**src/rtl/sm3_expnd_if.sv**
```systemverilog
// Bundle of the SM3 expansion stage signals: the padded-word input stream from
// the pad core and the round-pair output stream toward the compression core.
//
// Handshakes:
//   Input  : a word transfers on a rising clk edge where pad_inpt_vld_i and
//            expnd_inpt_rdy_o are both 1. expnd_inpt_rdy_o is registered and
//            does not depend on pad_inpt_vld_i.
//   Output : a round pair transfers on a rising clk edge where
//            expnd_otpt_vld_o and cmprss_rdy_i are both 1. While vld is high
//            and rdy is low, every expnd_otpt_* signal holds its value.
interface sm3_expnd_if #(
   parameter int WORD_DW = 32
);
   logic [WORD_DW-1:0] pad_inpt_d_i;
   logic               pad_inpt_vld_i;
   logic               pad_inpt_lst_i;
   logic               expnd_inpt_rdy_o;
   logic [WORD_DW-1:0] expnd_otpt_wj_o;
   logic [WORD_DW-1:0] expnd_otpt_wjj_o;
   logic [5:0]         expnd_otpt_idx_o;
   logic               expnd_otpt_vld_o;
   logic               expnd_otpt_lst_o;
   logic               cmprss_rdy_i;

   // Expansion core side.
   modport slave (
      input  pad_inpt_d_i, pad_inpt_vld_i, pad_inpt_lst_i, cmprss_rdy_i,
      output expnd_inpt_rdy_o, expnd_otpt_wj_o, expnd_otpt_wjj_o,
             expnd_otpt_idx_o, expnd_otpt_vld_o, expnd_otpt_lst_o
   );

   // Environment side: drives words from the pad core, consumes round pairs.
   modport master (
      output pad_inpt_d_i, pad_inpt_vld_i, pad_inpt_lst_i, cmprss_rdy_i,
      input  expnd_inpt_rdy_o, expnd_otpt_wj_o, expnd_otpt_wjj_o,
             expnd_otpt_idx_o, expnd_otpt_vld_o, expnd_otpt_lst_o
   );
endinterface

```
**src/rtl/sm3_expnd_core.sv**
```systemverilog
// SM3 message expansion. Loads 16 big-endian words of a padded block into a
// sliding 16-word window, then emits (W_j, W_j ^ W_j+4) for j = 0..63, shifting
// the window by one word and appending the next expanded word per handshake.
// The window always holds W_j..W_j+15, so W'_63 (needing W_67) is available.
// All outputs come from registers through XOR/mux only; no input reaches an
// output combinationally. dbg_state exposes the FSM state.
module sm3_expnd_core #(
   parameter int WORD_DW   = 32,
   parameter int BLK_WORDS = 16,
   parameter int ROUND_NUM = 64
) (
   input  logic             clk,
   input  logic             rst_n,
   sm3_expnd_if.slave       bus,
   output logic [1:0]       dbg_state
);

   typedef enum logic [1:0] {
      ST_IDLE = 2'd0,
      ST_LOAD = 2'd1,
      ST_EXPD = 2'd2
   } state_t;

   localparam logic [3:0] LAST_WORD = 4'(BLK_WORDS - 1);
   localparam logic [5:0] LAST_RND  = 6'(ROUND_NUM - 1);

   state_t             state_q, state_d;
   logic [3:0]         wcnt_q;
   logic [5:0]         rcnt_q;
   logic               blk_lst_q;
   logic               rdy_q;
   logic [WORD_DW-1:0] w_q [BLK_WORDS];

   logic               expd;
   logic               in_acc;
   logic               out_acc;
   logic               last_word;
   logic               last_rnd;
   logic [WORD_DW-1:0] w_new;

   function automatic logic [WORD_DW-1:0] rol(input logic [WORD_DW-1:0] x, input int n);
      return (x << n) | (x >> (WORD_DW - n));
   endfunction

   function automatic logic [WORD_DW-1:0] p1(input logic [WORD_DW-1:0] x);
      return x ^ rol(x, 15) ^ rol(x, 23);
   endfunction

   assign expd      = (state_q == ST_EXPD);
   assign in_acc    = bus.pad_inpt_vld_i & rdy_q;
   assign out_acc   = expd & bus.cmprss_rdy_i;
   assign last_word = (wcnt_q == LAST_WORD);
   assign last_rnd  = (rcnt_q == LAST_RND);

   // W_j+16 from the current window W_j..W_j+15.
   assign w_new = p1(w_q[0] ^ w_q[7] ^ rol(w_q[13], 15)) ^ rol(w_q[3], 7) ^ w_q[10];

   // State register.
   always_ff @(posedge clk or negedge rst_n) begin
      if (!rst_n) state_q <= ST_IDLE;
      else        state_q <= state_d;
   end

   // Next-state: load 16 words, expand 64 rounds, then back to idle or the next load.
   always_comb begin
      state_d = state_q;
      case (state_q)
         ST_IDLE, ST_LOAD: begin
            if (in_acc) state_d = last_word ? ST_EXPD : ST_LOAD;
         end
         ST_EXPD: begin
            if (out_acc && last_rnd) state_d = blk_lst_q ? ST_IDLE : ST_LOAD;
         end
         default: state_d = ST_IDLE;
      endcase
   end

   // Window, counters, final-block latch and the registered input ready.
   always_ff @(posedge clk or negedge rst_n) begin
      if (!rst_n) begin
         rdy_q     <= 1'b0;
         wcnt_q    <= '0;
         rcnt_q    <= '0;
         blk_lst_q <= 1'b0;
         for (int i = 0; i < BLK_WORDS; i++) w_q[i] <= '0;
      end else begin
         // Ready is a function of the state being entered, so it drops on the
         // same edge that accepts word 15 and returns with the j=63 handshake.
         rdy_q <= (state_d != ST_EXPD);
         if (in_acc) begin
            w_q[wcnt_q] <= bus.pad_inpt_d_i;
            wcnt_q      <= wcnt_q + 4'd1;
            if (last_word) blk_lst_q <= bus.pad_inpt_lst_i;
         end
         if (out_acc) begin
            for (int i = 0; i < BLK_WORDS - 1; i++) w_q[i] <= w_q[i+1];
            w_q[BLK_WORDS-1] <= w_new;
            rcnt_q           <= rcnt_q + 6'd1;
         end
      end
   end

   assign bus.expnd_inpt_rdy_o = rdy_q;
   assign bus.expnd_otpt_vld_o = expd;
   assign bus.expnd_otpt_wj_o  = expd ? w_q[0] : '0;
   assign bus.expnd_otpt_wjj_o = expd ? (w_q[0] ^ w_q[4]) : '0;
   assign bus.expnd_otpt_idx_o = rcnt_q;
   assign bus.expnd_otpt_lst_o = expd & blk_lst_q & last_rnd;
   assign dbg_state            = state_q;

endmodule

```
**src/flat_wrapper.sv**
```systemverilog
// flat-port wrapper written by rule: the top's interface ports become plain ports
module sm3_expnd_core_flat 
#(
   parameter int WORD_DW   = 32,
   parameter int BLK_WORDS = 16,
   parameter int ROUND_NUM = 64
)
  (clk, rst_n, dbg_state, bus_pad_inpt_d_i, bus_pad_inpt_vld_i, bus_pad_inpt_lst_i, bus_cmprss_rdy_i, bus_expnd_inpt_rdy_o, bus_expnd_otpt_wj_o, bus_expnd_otpt_wjj_o, bus_expnd_otpt_idx_o, bus_expnd_otpt_vld_o, bus_expnd_otpt_lst_o);
  sm3_expnd_if #(.WORD_DW(WORD_DW)) bus_i ();
  input  logic clk;
  input  logic rst_n;
  output logic [1:0] dbg_state;
  input wire logic [$bits(bus_i.pad_inpt_d_i)-1:0] bus_pad_inpt_d_i;
  input wire logic [$bits(bus_i.pad_inpt_vld_i)-1:0] bus_pad_inpt_vld_i;
  input wire logic [$bits(bus_i.pad_inpt_lst_i)-1:0] bus_pad_inpt_lst_i;
  input wire logic [$bits(bus_i.cmprss_rdy_i)-1:0] bus_cmprss_rdy_i;
  output wire logic [$bits(bus_i.expnd_inpt_rdy_o)-1:0] bus_expnd_inpt_rdy_o;
  output wire logic [$bits(bus_i.expnd_otpt_wj_o)-1:0] bus_expnd_otpt_wj_o;
  output wire logic [$bits(bus_i.expnd_otpt_wjj_o)-1:0] bus_expnd_otpt_wjj_o;
  output wire logic [$bits(bus_i.expnd_otpt_idx_o)-1:0] bus_expnd_otpt_idx_o;
  output wire logic [$bits(bus_i.expnd_otpt_vld_o)-1:0] bus_expnd_otpt_vld_o;
  output wire logic [$bits(bus_i.expnd_otpt_lst_o)-1:0] bus_expnd_otpt_lst_o;
  assign bus_i.pad_inpt_d_i = bus_pad_inpt_d_i;
  assign bus_i.pad_inpt_vld_i = bus_pad_inpt_vld_i;
  assign bus_i.pad_inpt_lst_i = bus_pad_inpt_lst_i;
  assign bus_i.cmprss_rdy_i = bus_cmprss_rdy_i;
  assign bus_expnd_inpt_rdy_o = bus_i.expnd_inpt_rdy_o;
  assign bus_expnd_otpt_wj_o = bus_i.expnd_otpt_wj_o;
  assign bus_expnd_otpt_wjj_o = bus_i.expnd_otpt_wjj_o;
  assign bus_expnd_otpt_idx_o = bus_i.expnd_otpt_idx_o;
  assign bus_expnd_otpt_vld_o = bus_i.expnd_otpt_vld_o;
  assign bus_expnd_otpt_lst_o = bus_i.expnd_otpt_lst_o;
  sm3_expnd_core #(.WORD_DW(WORD_DW), .BLK_WORDS(BLK_WORDS), .ROUND_NUM(ROUND_NUM)) u_core (.clk(clk), .rst_n(rst_n), .bus(bus_i), .dbg_state(dbg_state));
endmodule
```
**config.mk**
```make
export PLATFORM = sky130hd
export DESIGN_NAME = sm3_expnd_core_flat
export DESIGN_NICKNAME = d
export VERILOG_FILES = /design/src/rtl/sm3_expnd_if.sv /design/src/rtl/sm3_expnd_core.sv /design/src/flat_wrapper.sv
export SDC_FILE = /design/constraint.sdc
export NUM_CORES = 1
export LEC_CHECK = 0
export BUFFER_PORTS_ARGS = -buffer_cell sky130_fd_sc_hd__buf_4
export CAP_MARGIN = 0
export CORE_MARGIN = 1.5
export CORE_UTILIZATION = 60
export DETAILED_ROUTE_END_ITERATION = 10
export PLACE_DENSITY = 0.89
export SYNTH_ARGS = -nofsm -noshare
export SYNTH_HDL_FRONTEND = slang
export SYNTH_SLANG_ARGS = --single-unit
```
**constraint.sdc**
```tcl
create_clock -name clk -period 3.4 [get_ports clk]
set_input_delay 0.17 -clock clk [delete_from_list [all_inputs] [get_ports clk]]
set_output_delay 0.17 -clock clk [all_outputs]
set_load 0.03 [all_outputs]
```
Word level (Yosys, flattened, before mapping):

Index checks and enable logic that the tools add are counted.

* register bits after elaboration: 526
* output and inout port bits: 75
* word-level logic and storage cells: 64

* add/subtract/negate cells: 2
* $lt $le $gt $ge: 2
* equal/unequal tests: 5
* multiplexer cells: 12
* bitwise gates (word level): 16
* reductions and logical operators: 6

Operators with widths (number)
* $mux 512: 2
* $bwmux 512: 1
* $xor 32x32->32: 7
* $demux 32 s4: 1
* $mux 32: 3
* $or 32x15->32: 2
* $or 32x23->32: 1
* $or 32x7->32: 1
* $add 6x1->6 const B: 1
* $eq 6x6->1 const B: 1
* $mux 2: 3
* $ge 5x5->1 const B: 1
* $lt 5x1->1 const B: 1
* $not 4->5: 1
* $add 4x1->4 const B: 1
* $and 1x1->1: 4
* $eq 4x4->1 const B: 1
* $pmux 2 s2: 1
* $eq 2x1->1 const B: 1
* $eq 2x2->1 const B: 1
* $logic_and 1x1->1: 2
* $logic_not 2->1: 1
* $ne 2x2->1 const B: 1
* $reduce_and 2->1: 1
* other kinds (3): 3

Longest topological paths before layout:

* depth in word-level cells: 8
* depth in mapped cells: 9
* depth with buffers taken out: 6

Least setup slack after synthesis:

OpenSTA, ideal clock, no wires.

* path type: register to output
* from: register u_core.state_q[0], in the netlist u_core.dbg_state[0]
* to: output bus_expnd_otpt_wj_o[25]
* data arrival time: 1.721 ns
* required time: 3.230 ns
* slack: 1.509 ns
* stages on the path, launching flop included: 7
* buffers on the path: 3
* path through: dfrtp_1 nand2b_1 buf_4 inv_1 clkbuf_1 buf_2 and2_1

* word-level cells in the longest chain between the ends: 2

RTL lines
* start: declaration: RTL line sm3_expnd_core.sv:27 `state_t state_q, state_d;`
* start signal: assignment: RTL line sm3_expnd_core.sv:61 `else state_q <= state_d;`
* $eq 2x2->1: RTL line sm3_expnd_core.sv:49 `assign expd = (state_q == ST_EXPD);`
* named net bus_expnd_otpt_vld_o: RTL line flat_wrapper.sv:21 `output wire logic [$bits(bus_i.expnd_otpt_vld_o)-1:0] bus_expnd_otpt_vld_o;`
* $mux 32: RTL line sm3_expnd_core.sv:105 `assign bus.expnd_otpt_wj_o = expd ? w_q[0] : '0;`
* end: declaration: RTL line flat_wrapper.sv:18 `output wire logic [$bits(bus_i.expnd_otpt_wj_o)-1:0] bus_expnd_otpt_wj_o;`

The timed path passes the listed nets, and every way through them passes these cells.

Final worst setup path:

* from: register u_core.state_q[0], in the netlist u_core.dbg_state[0]
* to: output bus_expnd_otpt_wj_o[30]

* word-level cells in the longest chain between the ends: 2

RTL lines (RTL line)
* $eq 2x2->1: sm3_expnd_core.sv:49
* $mux 32: sm3_expnd_core.sv:105

Every way passes these cells.

==> qor.txt <==
status: complete, no violations
syn nets: 3217
CTS tree: built
Ys Warns: 0
Antenna Violating Nets Remaining: 0
DRC: 0
grt met3 use: 14.2%
flip-flop and latch count after synthesis: 526
total gr overflow: 0
CP Launch Point: u_core.dbg_state[0]
I/O Pins: 112
# setup viols final: 0
Starting DRT DRC Count: 4574
setup TNS: 0 ns
Worst setup EP type: output port
clk buf depth: 3
std cell rows: 76
final core occ: 68.6%
DRT Pass-1 Iters: 8
clock sink total: 526
Pint: 17.6 mW
Syn Inst Count: 3175
Reg power frac: 40.5%
Seq/Total Area, Yosys: 49.8%
# Max-Cap Violations: 0
clock skew: 0.0253 ns
hold-fix buffers at CTS: 36
Total GRT Usage: 40.6%
Synth async-reset ratio: 100%
max-slew violation count: 0
Core Box Area: 43300 um^2
Worst Setup Slack, final: 0.686 ns
Leakage: 14.1 nW
# Post-CTS Setup Buffers: 0
Avg WL per Cell: 24.0 um
Area after DPL: 27600 um^2
Critical Path Source Type: register
routed wire length: 90.8 mm
Reg-to-Reg Start: u_core.wcnt_q[2]
number of global-route vias before repair: 24.2k
post-cts resize count: 0
initial antenna violation count: 9
class of the worst hold path: input pin to async pin
Worst-path clk slew: 0.06 ns
Sw Ratio: 40.2%
Post-Place Cells: 3650
Max VDD drop: 0.548 mV
clock power share: 20.3%
most common cell after layout, fill and taps aside: nand2_1
fin crit share: 79.8%
die height: 213 um
Initial Util: 61.1%
layout cells sized above 1: 9.01%
nets: 3197
Worst Tran Pin Value: 1.15 ns
vias per cell: 6.63
syn avg cell area: 8.32 um^2
Max FO, Critical Path: 30
worst skew pair latency: 0.63 ns
HPWL after DPL: 55.3 mm
Mapped Area: 26400 um^2
fillers: 3013
most frequent cells in the layout: nand2_1 (916), dfrtp_1 (526), nor2_1 (515), a31oi_1 (384), a21oi_1 (226)
worst path required time: 3.23 ns
top_reg_cell synth: dfrtp_1
Syn-to-layout area delta: 12.3%
EDFF count, synth: 0
Die W: 213 um
RSZ-0062 raised after global routing: false
non-filler cells, final: 3787
CTS root buf: clkbuf_16
largest net degree at the start of global routing: 164
Post-Layout Inst Area: 29700 um^2
Crit Path Category: register to output port
total die area: 45300 um^2
Max transition margin: 23.3%
Cell variety after synth: 32
crit path time final: 2.71 ns
power per cell area: 993 nW/um^2
global route hottest layer: met2
GR Layer Usage met2: 58.1%
Hold Vio Cnt, Final: 0
Crit path arrival time: 2.54 ns
Comb power frac: 39.2%
P_sw: 11.9 mW
first-pass GRT wire length: 138 mm
input/output buffers: 111
Place WS: 0.899 ns
maximum clock frequency: 0.369 GHz
GR Util met1: 51.8%
H-tree levels: 2
DR vias: 25.1k
RePlAce Congestion: 0.947
clock buffer count from CTS: 52
-- per-stage QoR --
stage	total power, mW	hold slack, ns
floorplan	19.2	-0.126
global placement	22.0	0.271
detailed placement	22.7	0.281
CTS	28.9	0.239
global route	30.6	0.278
finish	29.5	0.180
-- state kept, by name, indices dropped and copies added, names as in the netlist --
register and count:
u_core.wcnt_q 4, u_core.dbg_state 2, u_core.blk_lst_q 1, u_core.bus.expnd_otpt_idx_o 6, u_core.bus.expnd_inpt_rdy_o 1, u_core.w_q 512
-- worst max-delay path, cell delays in order, from the launching register on --
cell and delay, ns:
dfrtp_1 0.44, nand2b_1 0.19, inv_1 0.37, buf_4 0.43, and2_1 0.30, buf_4 0.20
-- cell families (layout without fill, tap and decap cells) --
group	count (synthesis)	after routing	synth area share (%)
DFF	526	526	49.8
and+or+nand+nor	1510	1510	22.3
adders and majority gates	5	5	0.237
buffers and inverters	289	310	4.94
AOI/OAI and AO/OA	644	644	14.3
muxes	1	1	0.0426
xor gates and xnor gates	200	200	8.30
other	0	6	0
-- Yosys cell counts (4+ instances only) --
library cell  count  area, um^2
ha_1              5        62.6
xnor2_1         102         893
nand2_2           4        25.0
buf_2           151         756
a21oi_1         226        1130
and3_1            5        31.3
buf_1             6        22.5
nor3_2            4        40.0
clkbuf_1        122         458
nor2_2            6        37.5
and2_1           33         206
xnor3_1          32         721
a22oi_1          32         240
buf_4             6        45.0
nor2_1          522        1960
xor2_1           66         578
a31oi_1         384        2400
nand2_1         916        3440
dfrtp_1         526       13200
nand3_1           6        30.0
nand3_2           4        40.0
-- power by group through the flow --
stage,logic [mW],clock network [mW],registers [mW]
3_5_place_dp,11.0,0,11.7
3_3_place_gp,10.5,0,11.6
4_1_cts,11.3,5.93,11.7
5_1_grt,12.4,6.19,12.1
2_1_floorplan,8.55,0,10.7
6_report,11.6,5.98,11.9
-- layer usage --
metal | wire length (um) | part of all wire [%]
met1 | 30600 | 34
met2 | 38800 | 43
met3 | 14700 | 16
met4 | 6720 | 7.4
met5 | 36 | 0.040
-- final timing paths --
check / slack, ns / cells past startpoint / end
max in group asynchronous: 2.10 / 3 / u_core.w_q[371]
min: 0.18 / 2 / u_core.w_q[415]
max reg2reg: 0.76 / 5 / u_core.w_q[110]
min reg2reg: 0.50 / 2 / u_core.blk_lst_q
max: 0.69 / 5 / bus_expnd_otpt_wj_o[30]
min in group clk: 0.32 / 4 / u_core.blk_lst_q
-- cell type report --
type,count,area (um^2),area share (%)
Inverter,3,11.3,0.0379
Antenna cell,6,15.0,0.0506
Clock inverter,16,163,0.548
Sequential cell,526,13200,44.4
Clock buffer,79,1560,5.27
Timing Repair Buffer,212,1990,6.70
Tap cell,585,732,2.47
Multi-Input combinational cell,2360,12000,40.6
(Power assumes the default switching activity.)
